[src/rtl/ysyx_23060096_alu_arb.sv]
// Two-requester arbiter in front of a single shared ALU.
// Each accepted request yields one registered response.
module ysyx_23060096_alu (
  input  logic [2:0]  op,
  input  logic [31:0] a,
  input  logic [31:0] b,
  output logic [31:0] y
);

  always_comb begin
    y = '0;
    unique case (op)
      3'b000: y = a + b;
      3'b001: y = a - b;
      3'b010: y = a ^ b;
      3'b011: y = a & b;
      3'b100: y = a | b;
      3'b101: y = a << b[4:0];
      3'b110: y = a >> b[4:0];
      3'b111: y = {31'b0, a < b};
    endcase
  end

endmodule

module ysyx_23060096_alu_arb #(
  parameter bit RR_EN = 1'b1
) (
  input  logic        clk,
  input  logic        rst_n,
  input  logic        req0_valid,
  output logic        req0_ready,
  input  logic [31:0] req0_a,
  input  logic [31:0] req0_b,
  input  logic [2:0]  req0_op,
  input  logic        req1_valid,
  output logic        req1_ready,
  input  logic [31:0] req1_a,
  input  logic [31:0] req1_b,
  input  logic [2:0]  req1_op,
  output logic        rsp_valid,
  input  logic        rsp_ready,
  output logic        rsp_id,
  output logic [31:0] rsp_data,
  output logic        busy,
  output logic [15:0] ops_done
);

  typedef enum logic [1:0] {
    IDLE,
    EXEC,
    RESP
  } state_t;

  state_t      state;
  logic        last_grant;
  logic        id_q;
  logic [31:0] a_q;
  logic [31:0] b_q;
  logic [2:0]  op_q;
  logic [31:0] alu_y;
  logic        gnt1;
  logic        acc0;
  logic        acc1;

  ysyx_23060096_alu u_alu (
    .op (op_q),
    .a  (a_q),
    .b  (b_q),
    .y  (alu_y)
  );

  // req1 wins a tie only when the previous grant went to req0
  always_comb begin
    if (RR_EN)
      gnt1 = req1_valid &&
             (!req0_valid || !last_grant);
    else
      gnt1 = req1_valid && !req0_valid;
    acc0 = (state == IDLE) &&
           req0_valid && !gnt1;
    acc1 = (state == IDLE) && gnt1;
  end

  assign req0_ready = acc0;
  assign req1_ready = acc1;
  assign busy       = (state != IDLE);

  always_ff @(posedge clk or negedge rst_n) begin
    if (!rst_n) begin
      state      <= IDLE;
      last_grant <= 1'b1;
      id_q       <= 1'b0;
      a_q        <= '0;
      b_q        <= '0;
      op_q       <= '0;
      rsp_valid  <= 1'b0;
      rsp_id     <= 1'b0;
      rsp_data   <= '0;
      ops_done   <= '0;
    end else begin
      unique case (state)
        IDLE: begin
          if (acc0 || acc1) begin
            a_q        <= acc1 ? req1_a  : req0_a;
            b_q        <= acc1 ? req1_b  : req0_b;
            op_q       <= acc1 ? req1_op : req0_op;
            id_q       <= acc1;
            last_grant <= acc1;
            state      <= EXEC;
          end
        end
        EXEC: begin
          rsp_data  <= alu_y;
          rsp_id    <= id_q;
          rsp_valid <= 1'b1;
          state     <= RESP;
        end
        RESP: begin
          if (rsp_ready) begin
            rsp_valid <= 1'b0;
            ops_done  <= ops_done + 16'd1;
            state     <= IDLE;
          end
        end
        default: state <= IDLE;
      endcase
    end
  end

endmodule

[config.mk]
export PLATFORM = sky130hd
export DESIGN_NAME = ysyx_23060096_alu_arb
export DESIGN_NICKNAME = d
export VERILOG_FILES = /design/src/rtl/ysyx_23060096_alu_arb.sv
export SDC_FILE = /design/constraint.sdc
export NUM_CORES = 1
export LEC_CHECK = 0
export ABC_AREA = 1
export CAP_MARGIN = 40
export CORE_AREA = 8 8 168 170
export CTS_BUF_LIST = sky130_fd_sc_hd__clkbuf_4 sky130_fd_sc_hd__clkbuf_8
export CTS_CLUSTER_SIZE = 20
export DETAILED_ROUTE_END_ITERATION = 7
export DIE_AREA = 0 0 176 178
export HOLD_SLACK_MARGIN = 0.06
export PLACE_DENSITY = 0.9
export SLEW_MARGIN = 20
export SYNTH_ARGS = -nofsm -noshare
export SYNTH_HDL_FRONTEND = slang
export SYNTH_SLANG_ARGS = --single-unit
[constraint.sdc]
create_clock -name clk -period 3.1 [get_ports clk]
set_input_delay 0.62 -clock clk [delete_from_list [all_inputs] [get_ports clk]]
set_output_delay 0.62 -clock clk [all_outputs]
set_load 0.02 [all_outputs]
==> results.cfg <==
[run_status]
status = finished, violations left
violations = design-rule violations

[setup_path]
worstReg2RegStart = op_q[1]$_DFFE_PN0P_
r2r-end = rsp_data[27]$_DFFE_PN0P_
reg2reg_depth = 10
arrival_ns = 3.22
timing.critical_path.slowest_stage_cell = dfrtp_1
max_stage_delay_ns = 0.58
r2r_setup_slack_ns = 0.27
crit_chain = buf_4 -> nor3_2 -> nand2_1 -> inv_1 -> nand3_1 -> nand3_1 -> nor2_1 -> nand3_1 -> nand2_1 -> nand2_1
cp-end-kind = flop
crit_fanout = 11
start_kind = flop
worstSetupPathType = flop to flop
cp.required_ns = 3.49

[timing]
finalCriticalPeriod_ns = 2.83
skew_ns = 0.0218
finalCritPeriodShare_pct = 91.3
rsz0062_at_grt = false
relSlewSlack_pct = 48.1
drv_slew = 0
fmax_mhz = 353
setup_viol = 0
setup-tns-final_ns = 0
tightest_slew_ns = 0.779
setup_slack_ns = 0.269
hold_viol_final = 0

[clock_network]
cts_root_buf = clkbuf_8
clock-sinks = 121
cts_tree = done
clk_latency_ns = 0.49
cts_setup_buffers = 0
numCtsBuffers = 17
htreeDepth = 4
cts_resized = 0
clock_path_buffers = 2
path_clk_slew_ns = 0.10

[detailed_routing]
wl_met3_mm = 9.45
wl_met1_mm = 24.0
vias = 18899
wl_per_cell_um = 21.4
dr.pass1.iters = 8
wl_met2_mm = 27.9
routed_wl_mm = 65.6
drcViolationCount = 15
vias_per_cell = 6.17
routed.top_layer = met4
antenna_left = 0
first_iter_violations = 2631

[layout]
stdcell_count = 3064
fill_cells = 2337
mostFrequentLayoutCells = nand2_1 (753), nand3_1 (348), inv_1 (298), nor2_1 (283), clkdlybuf4s50_1 (190)
area_growth_pct = 18.3
final_common_cell = nand2_1
register_area_um2 = 3030
multi_input_area_um2 = 9960
final_nets = 2954
drive_gt1_share_pct = 5.83
final_core_util_pct = 68.3

[placed_design]
place_inst = 3030
dpl_worst_slack_ns = 0.375
gp_congestion = 1.12
hpwlAfterDp_mm = 51.8
io_buffers = 191

[floorplanning]
pin_count = 192
die-area_um2 = 31300
num_rows = 59
die_w_um = 176
die_h_um = 178
core_area_um2 = 25600
initial_core_util_pct = 57.7

[worst_hold_path]
hp-start = rsp_data[14]$_DFFE_PN0P_
hp-class = flop to flop
holdPathEnd = rsp_data[14]$_DFFE_PN0P_
min_path_cells = 2

[yosys]
synth_cell_types = 49
ys_warn_count = 0
synth_nets = 2799
synth_xor_area_share_pct = 1.60
synth_compound_area_share_pct = 14.5
syn-instance-count = 2560
synth_top_family_by_area = simple AND/OR/NAND/NOR gates
synth_area_um2 = 14800
synth_mux_area_share_pct = 0.0677
synth-seq-cells = 121
yosys_most_used_dff = dfrtp_1
avgSynthCellArea_um2 = 5.78
synth-edff-count = 0
async_reset_ff_share_pct = 100
synthAdderAreaFrac_pct = 8.56
synthSimpleGateAreaFrac_pct = 42.6
ys_seq_area_share_pct = 20.5

[global_route]
grt_max_degree = 70
grt_pass1_vias = 17736
grt_antenna_before_repair = 1
gr-usage-all-layers_pct = 41.3
grt-ovfl-total = 0
grt_pass1_wl_mm = 100

[flow_run]
max_cap_viol_count = 0
-- final cells by class --
class / count / share of cell area [%]
Clock inverter: 15 / 0.880
Inverter: 312 / 6.71
Timing Repair Buffer: 266 / 14.4
Multi-Input combinational cell: 1997 / 57.0
Tap cell: 335 / 2.40
Antenna cell: 1 / 0.0143
Sequential cell: 121 / 17.3
Clock buffer: 17 / 1.34
-- critical path: cells and delay by family (launching register included) --
family / cells / cell delay, ns
AND/OR/NAND/NOR: 8 / 1.61
flip-flops: 1 / 0.58
buffers and inverters: 2 / 0.54
-- metal layers --
metal  up-vias  global-route usage [%]
met5         -                       0
met4         0                    24.0
met3       328                    13.4
met2      1469                    62.7
met1      8547                    51.0
li1       8555                       -
-- Yosys cell counts (7+ instances only) --
library cell | n | area, um2
nand3b_1 | 7 | 52.6
o21a_1 | 11 | 82.6
nand3_2 | 9 | 90.1
nor3_1 | 27 | 135
inv_1 | 298 | 1120
inv_2 | 13 | 48.8
nor2_1 | 284 | 1070
buf_4 | 8 | 60.1
and2_1 | 10 | 62.6
o211ai_1 | 22 | 165
xnor2_1 | 9 | 78.8
o21ai_1 | 15 | 75.1
buf_1 | 8 | 30.0
dfrtp_1 | 120 | 3000
ha_1 | 98 | 1230
a21oi_1 | 149 | 746
o22ai_1 | 21 | 131
nand4_1 | 23 | 144
nand2_1 | 755 | 2830
xor2_1 | 18 | 158
buf_2 | 66 | 330
nand3_1 | 349 | 1750
o21ai_0 | 128 | 641
o21bai_1 | 11 | 82.6
clkbuf_1 | 43 | 161
-- repair_timing --
item	CTS	global route
setup endpoints to repair	0	0
endpoints found under the hold margin	22	0
hold buffers	1	0
-- flip-flops by register name (all words and copies together), names as in the netlist --
name,count
ops_done,16
b_q,32
a_q,32
rsp_data,32
op_q,3
rsp_valid,1
rsp_id,1
id_q,1
state,2
last_grant,1
-- worst max path at each step --
stage | from | to | slack (ns) | depth (start not counted)
finish | op_q[1]$_DFFE_PN0P_ | rsp_data[27]$_DFFE_PN0P_ | 0.27 | 10
floorplan | b_q[3]$_DFFE_PN0P_ | rsp_data[31]$_DFFE_PN0P_ | 0.62 | 19
global route | a_q[13]$_DFFE_PN0P_ | rsp_data[0]$_DFFE_PN0P_ | 0.18 | 14
global placement | req0_valid | a_q[0]$_DFFE_PN0P_ | 0.34 | 8
detailed placement | req0_valid | a_q[0]$_DFFE_PN0P_ | 0.38 | 8
CTS | state[1]$_DFFE_PN0P_ | req1_ready | 0.40 | 4
-- through the flow --
step	hold slack, ns	area (um2)
2_1_floorplan	0.324	14800
4_1_cts	0.489	17500
5_1_grt	0.511	17500
3_5_place_dp	0.464	17100
6_report	0.485	17500
3_3_place_gp	0.461	17100
-- cells by family (layout without fill, tap and decap cells) --
kind of cell / after synthesis / after routing
flip-flops: 121 / 121
AND/OR/NAND/NOR: 1487 / 1487
XOR/XNOR: 27 / 27
AO/OA/AOI/OAI: 382 / 382
multiplexers: 1 / 1
other: 0 / 1
adder cells (fa/ha/maj): 100 / 100
buffers and inverters: 442 / 610
Power is not shown: default switching activity piles up to over one toggle a cycle in this logic, so the estimate is an artifact.
